===== src/rtl/fpu_pkg.sv =====
// fpu_pkg: shared FPU operation codes and arbiter state encoding
package fpu_pkg;
  typedef enum logic [3:0] {
    op_add, op_sub, op_mul, op_div, op_sqrt, op_abs, op_neg, op_cmp,
    op_i2f, op_f2i, op_k_pi, op_k_piby2
  } e_fpu_operation;
  localparam e_fpu_operation FPU_OP_LAST = op_k_piby2;
  typedef enum logic [1:0] {arb_idle_st, arb_issue_st, arb_wait_st, arb_ack_st} e_arb_state;
endpackage


===== src/rtl/fpu_rr_pick.sv =====
// fpu_rr_pick: combinational round-robin selector starting after last_grant
module fpu_rr_pick #(
  parameter int NUM_REQ = 2,
  parameter int GW = $clog2(NUM_REQ)
) (
  input  logic [NUM_REQ-1:0] req,
  input  logic [GW-1:0]      last_grant,
  output logic [GW-1:0]      grant,
  output logic               any_req
);
  logic [GW-1:0] idx;
  assign any_req = |req;
  always_comb begin
    grant = last_grant;
    idx = last_grant;
    for (int i = NUM_REQ; i >= 1; i--) begin
      idx = GW'((int'(last_grant) + i) % NUM_REQ);
      if (req[idx]) grant = idx;
    end
  end
endmodule


===== src/rtl/fpu_arbiter.sv =====
// fpu_arbiter: round-robin sharing of one FPU core with watchdog and four-phase ack
module fpu_arbiter
  import fpu_pkg::*;
#(
  parameter int NUM_REQ = 2,
  parameter int W = 32,
  parameter int TIMEOUT = 1023
) (
  input  logic                 clk,
  input  logic                 arst,
  input  logic [NUM_REQ-1:0]   req,
  input  logic [NUM_REQ*4-1:0] req_op,
  input  logic [NUM_REQ*W-1:0] req_a,
  input  logic [NUM_REQ*W-1:0] req_b,
  output logic [NUM_REQ-1:0]   ack,
  output logic [W-1:0]         result,
  output logic                 err,
  output logic                 core_start,
  output logic [3:0]           core_op,
  output logic [W-1:0]         core_a,
  output logic [W-1:0]         core_b,
  output logic                 core_abort,
  input  logic                 core_done,
  input  logic [W-1:0]         core_result,
  output logic                 busy
);
  localparam int GW = $clog2(NUM_REQ);
  localparam int TW = $clog2(TIMEOUT + 1);
  e_arb_state state, state_d;
  logic [GW-1:0] grant, last_grant, pick;
  logic [TW-1:0] wdog;
  logic any_req, expire;
  logic [3:0] op_arr [NUM_REQ];
  logic [W-1:0] a_arr [NUM_REQ];
  logic [W-1:0] b_arr [NUM_REQ];
  for (genvar i = 0; i < NUM_REQ; i++) begin : g_unpack
    assign op_arr[i] = req_op[i*4 +: 4];
    assign a_arr[i] = req_a[i*W +: W];
    assign b_arr[i] = req_b[i*W +: W];
  end
  fpu_rr_pick #(.NUM_REQ(NUM_REQ), .GW(GW)) u_pick (
    .req(req),
    .last_grant(last_grant),
    .grant(pick),
    .any_req(any_req)
  );
  assign expire = wdog == TW'(TIMEOUT - 1);
  always_comb begin
    state_d = state;
    core_start = 1'b0;
    core_abort = 1'b0;
    ack = '0;
    busy = state != arb_idle_st;
    case (state)
      arb_idle_st: state_d = any_req ? arb_issue_st : arb_idle_st;
      arb_issue_st: begin
        core_start = core_op <= FPU_OP_LAST;
        state_d = core_start ? arb_wait_st : arb_ack_st;
      end
      arb_wait_st: begin
        core_abort = expire && !core_done;
        state_d = (core_done || expire) ? arb_ack_st : arb_wait_st;
      end
      arb_ack_st: begin
        ack[grant] = 1'b1;
        state_d = req[grant] ? arb_ack_st : arb_idle_st;
      end
    endcase
  end
  always_ff @(posedge clk or posedge arst) begin
    if (arst) state <= arb_idle_st;
    else state <= state_d;
  end
  always_ff @(posedge clk or posedge arst) begin
    if (arst) begin
      grant <= '0;
      last_grant <= GW'(NUM_REQ - 1);
      core_op <= '0;
      core_a <= '0;
      core_b <= '0;
      result <= '0;
      err <= 1'b0;
      wdog <= '0;
    end else begin
      case (state)
        arb_idle_st: if (any_req) begin
          grant <= pick;
          core_op <= op_arr[pick];
          core_a <= a_arr[pick];
          core_b <= b_arr[pick];
        end
        arb_issue_st: begin
          wdog <= '0;
          if (core_op > FPU_OP_LAST) begin
            result <= '0;
            err <= 1'b1;
          end
        end
        arb_wait_st: begin
          wdog <= wdog + TW'(1);
          if (core_done) begin
            result <= core_result;
            err <= 1'b0;
          end else if (expire) begin
            result <= '0;
            err <= 1'b1;
          end
        end
        arb_ack_st: if (!req[grant]) last_grant <= grant;
      endcase
    end
  end
endmodule


===== config.mk =====
export PLATFORM = sky130hd
export DESIGN_NAME = fpu_arbiter
export DESIGN_NICKNAME = d
export VERILOG_FILES = /design/src/rtl/fpu_pkg.sv /design/src/rtl/fpu_rr_pick.sv /design/src/rtl/fpu_arbiter.sv
export SDC_FILE = /design/constraint.sdc
export NUM_CORES = 1
export LEC_CHECK = 0
export CAP_MARGIN = 10
export CORE_MARGIN = 3
export CORE_UTILIZATION = 35
export DETAILED_ROUTE_END_ITERATION = 7
export PLACE_DENSITY = 0.87
export SETUP_SLACK_MARGIN = 0.05
export SLEW_MARGIN = 20
export SYNTH_ARGS = -nofsm -noshare
export SYNTH_HDL_FRONTEND = slang
export SYNTH_HIERARCHICAL = 1
export SYNTH_SLANG_ARGS = --single-unit

===== constraint.sdc =====
create_clock -name clk -period 4.6 [get_ports clk]
set_input_delay 1.38 -clock clk [delete_from_list [all_inputs] [get_ports clk]]
set_output_delay 1.38 -clock clk [all_outputs]
set_load 0.02 [all_outputs]

==> summary.md, run 1 <==
| Metric | Value |
|---|---|
| DP Area | 8060 sq um |
| Setup tns final | 0 ns |
| Synth Cell Area | 5120 sq um |
| DR iter-0 viols | 113 |
| First-pass GRT wire length | 23500 um |
| Wirelength per Cell | 16.1 um |
| Syn_nets | 641 |
| Post-layout instance area | 8650 sq um |
| Reg2reg path depth | 6 |
| FF/Latch Area | 2880 sq um |
| Hold slack | 0.501 ns |
| Crit path required time | 3.22 ns |
| Critical path, cell by cell | clkdlybuf4s50_1 > nor3b_1 > clkdlybuf4s50_1 |
| Wirelength, routed | 14900 um |
| GRT Overall Usage | 18.4% |
| Cts hold-fix bufs | 0 |
| Critical Path Sink | core_abort |
| Final period util | 89.5% |
| Internal power | 3650 uW |
| GPL Wtd Cong | 0.753 |
| Post_cts resized | 0 |
| Postcts setup bufs | 0 |
| Reg2reg start | state[0] |
| Fill cell count | 1134 |
| Gr ovfl total | 0 |
| Mux contribution to synthesized area | 13.9% |
| Clock skew | 0.00691 ns |
| Non-filler instance count after layout | 926 |
| Sw Share | 38.3% |
| Core area | 14100 sq um |
| Die area | 16100 sq um |
| FP Rows | 43 |
| Clock Sink Count | 115 |
| # port buffers | 278 |
| Xor and xnor fraction of the mapped netlist area | 1.03% |
| Leak | 0.00376 uW |
| Hpwl dp | 11100 um |
| Remaining DRCs | 0 |
| Hold Vio Cnt, Final | 0 |
| Post-synthesis compound-gate area fraction | 14.2% |
| Register area share after synthesis | 56.3% |
| Cell taking the most area after synthesis | dfrtp_1 |
| I/O pin total | 279 |
| Highest clock rate | 243 MHz |
| DR vias/cell | 4.84 |
| RSZ-0062 raised after global routing | no |
| Largest net degree at the start of global routing | 79 |
| Max-slew violation count | 0 |
| Synth Register Bits | 115 |
| Hold Crit Class | reg2reg |
| Die width | 127 um |
| Synth area leaders | dfrtp_1 (56%), mux2i_1 (14%), a21oi_1 (7.1%) |
| Clock power frac | 22.1% |
| CTS tree | yes |
| Final setup vio count | 0 |
| Die Y | 127 um |
| H-tree Lvls | 4 |
| CP arrival | 2.74 ns |
| Mean Syn Cell Area | 11.1 sq um |
| Placed Cells | 894 |
| Share of power burned in registers | 29.2% |
| Combinational power share | 48.7% |
| Crit-path max cell delay | 0.63 ns |
| Area Overhead vs Synth | 69.1% |
| CP max stage cell | clkdlybuf4s50_1 |
| RR Endpoint | core_b[21] |
| Vias in the first global route | 4628 |
| Detailed Routing Iterations Pass 1 | 4 |
| Later-pin clock latency in the skew report | 0.41 ns |
| Worst-path fanout max | 4 |
| Post-synthesis cell type count | 37 |
| Shortest period the worst path allows | 4.12 ns |
| Clock Pin Slew Worst Setup and Hold Paths | 0.06 ns |
| Most common cell on crit path | clkdlybuf4s50_1 |
| Layout cells sized above 1 | 6.43% |
| Critical path origin | core_done |
| Inserted Diodes | 0 |
| Number of routed nets with antenna violations | 0 |
| Post-synth top area share | 55.7% |
| Total CTS buffers | 17 |
| NetSw | 2260 uW |
| MaxCap Viol Count | 0 |
| Reg-to-reg setup timing slack | 2.60 ns |
| Outcome | finished clean |
| Power per cell area | 683 nW/um^2 |
| Initial Util | 36.3% |
| Syn. warnings | 6 |
| Slew headroom | 51.3% |
| WS Path Type | in2out |
| Maximum vdd drop | 460 uV |
| Initial antenna violation count | 0 |
| Simple-Gate Fraction of Synth Area | 9.14% |
| Vias | 4482 |
| Largest family of logic cells by synthesized area | compound AO/OA/AOI/OAI gates |
| Clk root buf | clkbuf_16 |
| Post-Synth Adder-Cell Area | 1.71% |
| Area of the multi-input gates | 2060 sq um |
| CP startpoint kind | input port |
| Tightest Pin Transition | 0.731 ns |
| Crit. End Element | output port |
| Final net count | 913 |
| Gate count after technology mapping | 461 |
| Clk buf depth | 2 |
-- worst max-delay path: cells and delay by family --
kind	cells	cell delay, ns
buffers and inverters	2	1.13
and+or+nand+nor	1	0.22
-- placed cells by master, fill, tap and decap left out, drive strengths merged, types with 7 or more instances in the layout --
cell / n
clkbuf: 18
dfrtp: 114
ha: 7
mux2i: 70
inv: 12
nor2: 77
clkdlybuf4s50: 278
a21oi: 73
a22o: 32
-- worst min path at each step --
stage	startpoint	end	slack, ns	depth (start not counted)
2_1_floorplan	wdog[3]	wdog[3]	0.48	1
3_3_place_gp	result[13]	result[13]	0.48	1
3_5_place_dp	result[26]	result[26]	0.48	1
4_1_cts	result[2]	result[2]	0.50	1
5_1_grt	result[2]	result[2]	0.51	1
6_report	result[22]	result[22]	0.50	1
-- per-stage QoR --
step           power, uW  worst slack, ns  util [%]
5_1_grt             6270            0.426      61.4
3_5_place_dp        4650            0.506      57.2
2_1_floorplan       3340            0.178         -
3_3_place_gp        4560            0.508      57.2
6_report            5910            0.485      61.4
4_1_cts             5980            0.487      61.4
-- sequential cells by signal (all words and copies together), names as in the netlist --
register and cells:
core_op 4, grant 1, result 32, err 1, core_b 32, last_grant 1
core_a 32, wdog 10, state 2
-- power groups by stage --
| stage | sequential, uW | clock (uW) | combinational (uW) |
|---|---|---|---|
| after floorplan | 2230 | 0 | 1110 |
| after global placement | 1710 | 0 | 2850 |
| after detailed placement | 1730 | 0 | 2910 |
| after CTS | 1730 | 1330 | 2920 |
| after global routing | 1790 | 1380 | 3100 |
| final | 1720 | 1310 | 2880 |
-- synth_stat cells (all sizes together) --
master and n:
inv 9, o31ai 1, a311oi 1, o22ai 1, nor3 1, and4 2
a21oi 73, a22o 32, a21boi 1, nand4 2, nor3b 1, buf 19
mux2i 70, and2 3, clkbuf 11, dfstp 1, nand2b 1, xor2 6
nor2b 4, dfrtp 114, or2 1, nor2 77, nand2 6, mux2 1
nand3 6, o21ai 6, and3 3, a21o 1, ha 7
-- logic make-up (layout without fill, tap and decap cells) --
logic type      Yosys count  count (layout)
compound gates          116             116
simple gates            107             107
flops                   115             115
buf+inv                  39             324
xor+xnor                  6               6
mux                      71              71
fa+ha+maj                 7               7
-- per-layer routing --
| layer | vias to the layer above | wire length, um | GRT usage, % |
|---|---|---|---|
| li1 | 2171 | - | - |
| met2 | 191 | 7320 | 30.5 |
| met3 | 25 | 1290 | 6.99 |
| met5 | - | 0 | 0 |
| met4 | 0 | 333 | 7.19 |
| met1 | 2095 | 5960 | 21.6 |
-- layout make-up --
class / instances / area share, %
repair buffers: 283 / 33.0
multi-input cells: 307 / 23.8
inverters: 9 / 0.419
clock buffers: 18 / 5.07
flip-flops and latches: 115 / 33.3
clock inverters: 14 / 1.78
well taps: 180 / 2.60
Power figures use the tool's default switching activity.
==> run 2: changes to the inputs <==
==> constraint.sdc (replaced) <==
create_clock -name clk -period 4.6 [get_ports clk]
set_input_delay 0.92 -clock clk [delete_from_list [all_inputs] [get_ports clk]]
set_output_delay 0.92 -clock clk [all_outputs]
set_load 0.02 [all_outputs]
==> run 2 against run 1 <==
Effect of this change: flip-flop and latch count unchanged; final area decreased by 0.19%; register-to-register slack got worse by 0.07 ns; largest cell class unchanged; via count increased by 1.5%; largest power group unchanged; sequential power about the same; sequential share of layout area increased by 0.063 points; critical path depth unchanged; worst hold slack got worse by 0.0044 ns.
==> summary.md, run 2 (synthesis results as in run 1) <==
| Metric | Value |
|---|---|
| Hold EP | result[4] |
| Final period util | 69.5% (-20 points) |
| Clock skew | 0.00602 ns (-0.000895 ns) |
| Remaining DRCs | 0 (unchanged) |
| Outcome | finished clean |
| CTS tree | yes |
| Number of routed nets with antenna violations | 0 (unchanged) |
| Tightest Pin Transition | 0.882 ns (+0.151 ns) |
| Leak | 0.00377 uW (+0.31%) |
| Postcts setup bufs | 0 (unchanged) |
| Crit-path max cell delay | 0.63 ns (about the same) |
| # port buffers | 278 (unchanged) |
| Clock Pin Slew Worst Setup and Hold Paths | 0.05 ns (about the same) |
| Layout cells sized above 1 | 6.16% (-0.28 points) |
| Later-pin clock latency in the skew report | 0.41 ns (about the same) |
| RSZ-0062 raised after global routing | no |
| Die width | 127 um (unchanged) |
| Most frequent cells in the layout | clkdlybuf4s50_1 (278), dfrtp_1 (114), nor2_1 (76) |
| Delay-heaviest family, CP | buffers and inverters |
| Shortest period the worst path allows | 3.20 ns (-0.920 ns) |
| Post_cts resized | 0 (unchanged) |
| Clk root buf | clkbuf_16 |
| Wirelength, routed | 15200 um (+2.2%) |
| Final net count | 914 (+0.11%) |
| Gr ovfl total | 0 (unchanged) |
| Setup tns final | 0 ns (unchanged) |
| Hold Path Cell Cnt | 1 (unchanged) |
| Post-layout instance area | 8640 sq um (-0.19%) |
| Final setup vio count | 0 (unchanged) |
| Largest regs | core_a: 32 flops, core_b: 32 flops, result: 32 flops |
| H-tree Lvls | 4 (unchanged) |
| FP Rows | 43 (unchanged) |
| GRT Overall Usage | 18.7% (+0.33 points) |
| CP max stage cell | clkdlybuf4s50_1 |
| Max-slew violation count | 0 (unchanged) |
| Crit. End Element | output port |
| Highest clock rate | 313 MHz (+29%) |
| Slew headroom | 41.2% (-10 points) |
| Die area | 16100 sq um (unchanged) |
| Power per cell area | 683 nW/um^2 (about the same) |
| Reg2reg path depth | 6 (unchanged) |
| Most common cell on crit path | clkdlybuf4s50_1 |
| Final core utilization | 61.3% (-0.12 points) |
| Most common cell after layout, fill and taps aside | clkdlybuf4s50_1 |
| Initial Util | 36.3% (unchanged) |
| DR iter-0 viols | 118 (+4.4%) |
| Cts hold-fix bufs | 0 (unchanged) |
| DP Area | 8060 sq um (about the same) |
| WS Path Type | in2out |
| Inserted Diodes | 0 (unchanged) |
| Critical path, cell by cell | clkdlybuf4s50_1 > nor3b_1 > clkdlybuf4s50_1 |
| Hold Path Origin | result[4] |
| Wirelength per Cell | 16.4 um (+2.1%) |
| Vias in the first global route | 4684 (+1.2%) |
| Worst path buffer plus inverter count | 2 (unchanged) |
| GPL Wtd Cong | 0.774 (+2.7%) |
| Core area | 14100 sq um (unchanged) |
| First-pass GRT wire length | 23800 um (+1.1%) |
| Total CTS buffers | 17 (unchanged) |
| CP startpoint kind | input port |
| Clk buf depth | 2 (unchanged) |
| Reg2reg start | state[0] |
| MaxCap Viol Count | 0 (unchanged) |
| Detailed Routing Iterations Pass 1 | 6 (+2) |
| DR vias/cell | 4.91 (+1.4%) |
| Clock Sink Count | 115 (unchanged) |
| Worst-path fanout max | 4 (unchanged) |
| Initial antenna violation count | 0 (unchanged) |
| RR Endpoint | core_a[0] |
| Hpwl dp | 11200 um (+1.1%) |
| Maximum vdd drop | 481 uV (+4.7%) |
| Vias | 4549 (+1.5%) |
| Hold Vio Cnt, Final | 0 (unchanged) |
| Area Overhead vs Synth | 68.8% |
| Crit path required time | 3.68 ns (+0.46 ns) |
| Die Y | 127 um (unchanged) |
| Hold Crit Class | reg2reg |
| CP arrival | 2.28 ns (-0.46 ns) |
| Largest net degree at the start of global routing | 90 (+14%) |
| Reg-to-reg setup timing slack | 2.53 ns (-0.07 ns) |
| I/O pin total | 279 (unchanged) |
run 2: cell types whose count changed in the layout (fill, tap and decap cells not counted), sizes merged:
cell,delta
clkinv,+2
inv,-3
buf,+1
clkinvlp,-4
clkbuf,+5
run 2: how the worst max path moves through the flow:
stage                     cells past startpoint  startpoint    endpoint  slack (ns)
after CTS                                     6     wdog[0]  core_abort        1.38
after global placement                        3   core_done  core_abort        1.42
after global routing                          5    state[0]  core_abort        1.32
after detailed placement                      3   core_done  core_abort        1.43
after floorplan                               1        arst   core_a[0]        0.64
final                                         3   core_done  core_abort        1.40
run 2: power breakdown:
part | internal, uW | switching, uW
logic | 1360 | 1510
registers | 1470 | 265
clock network | 836 | 454
total | 3670 | 2230
run 2: metal layers:
layer	vias up	part of all wire (%)	global-route usage, %
met2	200	50	32.4
met1	2151	40	21.2
met3	26	8.8	6.74
met4	0	1.9	6.94
met5	-	0	0
li1	2172	-	-
run 2: layout make-up:
type,count,area (sq um)
fill,1141,5460
clock inverter,9,104
sequential,115,2880
timing repair buffer,284,2850
multi-input combinational,307,2060
tap,180,225
inverter,9,36.3
clock buffer,23,478
run 2: through the flow:
step	total power, uW	cells	worst slack, ns	hold slack, ns
global route	6250	927	1.32	0.513
global placement	4560	895	1.42	0.482
floorplan	3340	461	0.638	0.481
CTS	5970	927	1.38	0.502
detailed placement	4640	895	1.43	0.482
finish	5900	927	1.40	0.496
run 2: worst register-to-register path: cells and delay by family, from the launching register on:
kind,cells,cell delay [ns]
AO/OA/AOI/OAI,1,0.13
AND/OR/NAND/NOR,2,0.82
flip-flops,1,0.40
buffers and inverters,2,0.45
adder cells (fa/ha/maj),1,0.19
==> run 3: changes to the inputs <==
- clock period: 4.6 -> 2.59 ns (I/O delays scaled with it)
==> run 3 against run 2 <==
Effect of this change: first-iteration DRC count rose by 75%; core utilization rose by 1.3 points; final area rose by 2.1%; global-route usage rose by 0.35 points; wire length rose by 0.91%; combinational power rose by 84%; flip-flop and latch count did not move; clock skew rose by 0.0038 ns; register-to-register slack got worse by 1.8 ns; via count fell by 0.29%; total power rose by 82%; die area did not move; critical endpoint unchanged; highest routed layer is now met5.
==> summary.md, run 3 (synthesis results as in run 1) <==
| Metric | Value |
|---|---|
| Outcome | finished clean |
| Worst-path fanout max | 4 (unchanged) |
| Gr ovfl total | 0 (unchanged) |
| DP Area | 8210 sq um (+1.8%) |
| Leak | 0.00389 uW (+3.1%) |
| Clock Pin Slew Worst Setup and Hold Paths | 0.05 ns (about the same) |
| DR vias/cell | 4.83 (-1.7%) |
| Max-slew violation count | 0 (unchanged) |
| Maximum vdd drop | 887 uV (+84%) |
| Most common cell after layout, fill and taps aside | clkdlybuf4s50_1 |
| Post-layout instance area | 8820 sq um (+2.1%) |
| Crit path required time | 2.07 ns (-1.61 ns) |
| Combinational power share | 49.1% (+0.4 points) |
| Slew headroom | 59.0% (+18 points) |
| Crit. End Element | output port |
| CTS tree | yes |
| Share of power burned in registers | 28.7% (-0.7 points) |
| CP arrival | 1.88 ns (-0.40 ns) |
| I/O pin total | 279 (unchanged) |
| DR iter-0 viols | 206 (+75%) |
| Layout cells sized above 1 | 8.03% (+1.9 points) |
| Postcts setup bufs | 0 (unchanged) |
| Shortest period the worst path allows | 2.40 ns |
| Area Overhead vs Synth | 72.3% |
| Vias | 4536 (-0.29%) |
| Setup tns final | 0 ns (unchanged) |
| Tightest Pin Transition | 0.615 ns (-0.266 ns) |
| Crit-path max cell delay | 0.40 ns (-0.23 ns) |
| Most frequent cells in the layout | clkdlybuf4s50_1 (275), dfrtp_1 (114), nor2_1 (76) |
| Number of routed nets with antenna violations | 0 (unchanged) |
| Sw Share | 37.0% (-0.78 points) |
| Clock skew | 0.00978 ns (+0.00376 ns) |
| Inserted Diodes | 0 (unchanged) |
| Initial Util | 36.3% (unchanged) |
| WS Path Type | reg2out |
| GRT Overall Usage | 19.1% (+0.35 points) |
| Largest regs | core_a: 32 flops, core_b: 32 flops, result: 32 flops |
| Clock Sink Count | 115 (unchanged) |
| Internal power | 6770 uW (+84%) |
| Vias in the first global route | 4788 (+2.2%) |
| Worst path buffer plus inverter count | 2 (unchanged) |
| Non-filler instance count after layout | 940 (+1.4%) |
| Power per cell area | 1220 nW/um^2 (+78%) |
| Final setup vio count | 0 (unchanged) |
| Final net count | 927 (+1.4%) |
| CP max stage cell | dfrtp_1 |
| Highest clock rate | 417 MHz |
| MaxCap Viol Count | 0 (unchanged) |
| Critical path, cell by cell | inv_1 > ha_1 > and4_1 > and3_4 > nor3b_1 > clkbuf_2 |
| Core area | 14100 sq um (unchanged) |
| Clock power frac | 22.2% (+0.3 points) |
| Die width | 127 um (unchanged) |
| GPL Wtd Cong | 0.798 (+3.2%) |
| # port buffers | 278 (unchanged) |
| Final period util | 92.5% |
| Delay-heaviest family, CP | simple AND/OR/NAND/NOR gates |
| Detailed Routing Iterations Pass 1 | 6 (unchanged) |
| Hpwl dp | 11600 um (+3.0%) |
| Die Y | 127 um (unchanged) |
| Wirelength, routed | 15400 um (+0.91%) |
| Final core utilization | 62.5% (+1.3 points) |
| Later-pin clock latency in the skew report | 0.40 ns (about the same) |
| Wirelength per Cell | 16.4 um (-0.48%) |
| Largest net degree at the start of global routing | 116 (+29%) |
| H-tree Lvls | 4 (unchanged) |
| Total CTS buffers | 17 (unchanged) |
| RSZ-0062 raised after global routing | no |
| First-pass GRT wire length | 24400 um (+2.7%) |
| NetSw | 3970 uW (+78%) |
| Hold Vio Cnt, Final | 0 (unchanged) |
| Remaining DRCs | 0 (unchanged) |
| FP Rows | 43 (unchanged) |
| Initial antenna violation count | 1 (+1) |
| Hold Crit Class | reg2reg |
| Cts hold-fix bufs | 0 (unchanged) |
| CP startpoint kind | flop |
| Die area | 16100 sq um (unchanged) |
| Placed Cells | 908 (+1.5%) |
| Clk root buf | clkbuf_16 |
| Clk buf depth | 2 (unchanged) |
==> run 3: cell count changes in the layout (fill, tap and decap cells not counted) <==
cell,before,now
clkbuf_2,0,1
clkbuf_8,3,4
clkdlybuf4s50_1,278,275
dlymetal6s2s_1,0,1
bufinv_16,2,3
clkbuf_1,3,2
buf_4,4,13
inv_4,1,0
dlygate4sd2_1,0,1
buf_12,2,6
==> run 3: stage by stage <==
step           hold slack (ns)  worst slack (ns)  power [uW]
2_1_floorplan            0.481             0.565        5940
3_3_place_gp             0.481             0.217        8270
3_5_place_dp             0.482             0.191        8430
4_1_cts                  0.500            0.0277       10900
5_1_grt                  0.507            0.0729       11400
6_report                 0.495             0.194       10700
==> run 3: final timing paths <==
kind,startpoint,endpoint,slack (ns),cells after the start
setup reg to reg,wdog[0],result[22],0.77,7
setup / recovery,wdog[0],core_abort,0.19,6
min in group asynchronous,arst,result[12],0.65,3
max in group asynchronous,arst,core_op[0],1.46,3
hold / removal,result[5],result[5],0.49,1
hold reg to reg,result[5],result[5],0.49,1
==> run 3: layout make-up <==
| class | count | area (sq um) |
|---|---|---|
| Sequential cell | 115 | 2880 |
| Clock buffer | 23 | 488 |
| Tap cell | 180 | 225 |
| Clock inverter | 9 | 126 |
| Fill cell | 1116 | 5280 |
| Multi-Input combinational cell | 307 | 2060 |
| Inverter | 9 | 37.5 |
| Timing Repair Buffer | 297 | 3000 |
==> run 3: timing repair <==
item                                    in CTS  in global routing
resized for setup                            2                  4
hold endpoints to repair                     0                  0
endpoints found under the setup margin       2                  2
pin swaps                                    0                  0
==> run 3: power by group through the flow <==
stage          Sequential, uW  Clock [uW]  Combinational (uW)
6_report                 3080        2390                5270
5_1_grt                  3190        2550                5660
4_1_cts                  3090        2440                5350
3_5_place_dp             3090           0                5340
3_3_place_gp             3050           0                5210
2_1_floorplan            3960           0                1970
==> run 3: layer usage <==
layer	GRT usage [%]	part of all wire, %	up-vias
met1	21.6	39	2123
met3	7.66	9.3	17
li1	-	-	2196
met4	5.87	1.1	2
met5	0	0.085	-
met2	33.0	51	198
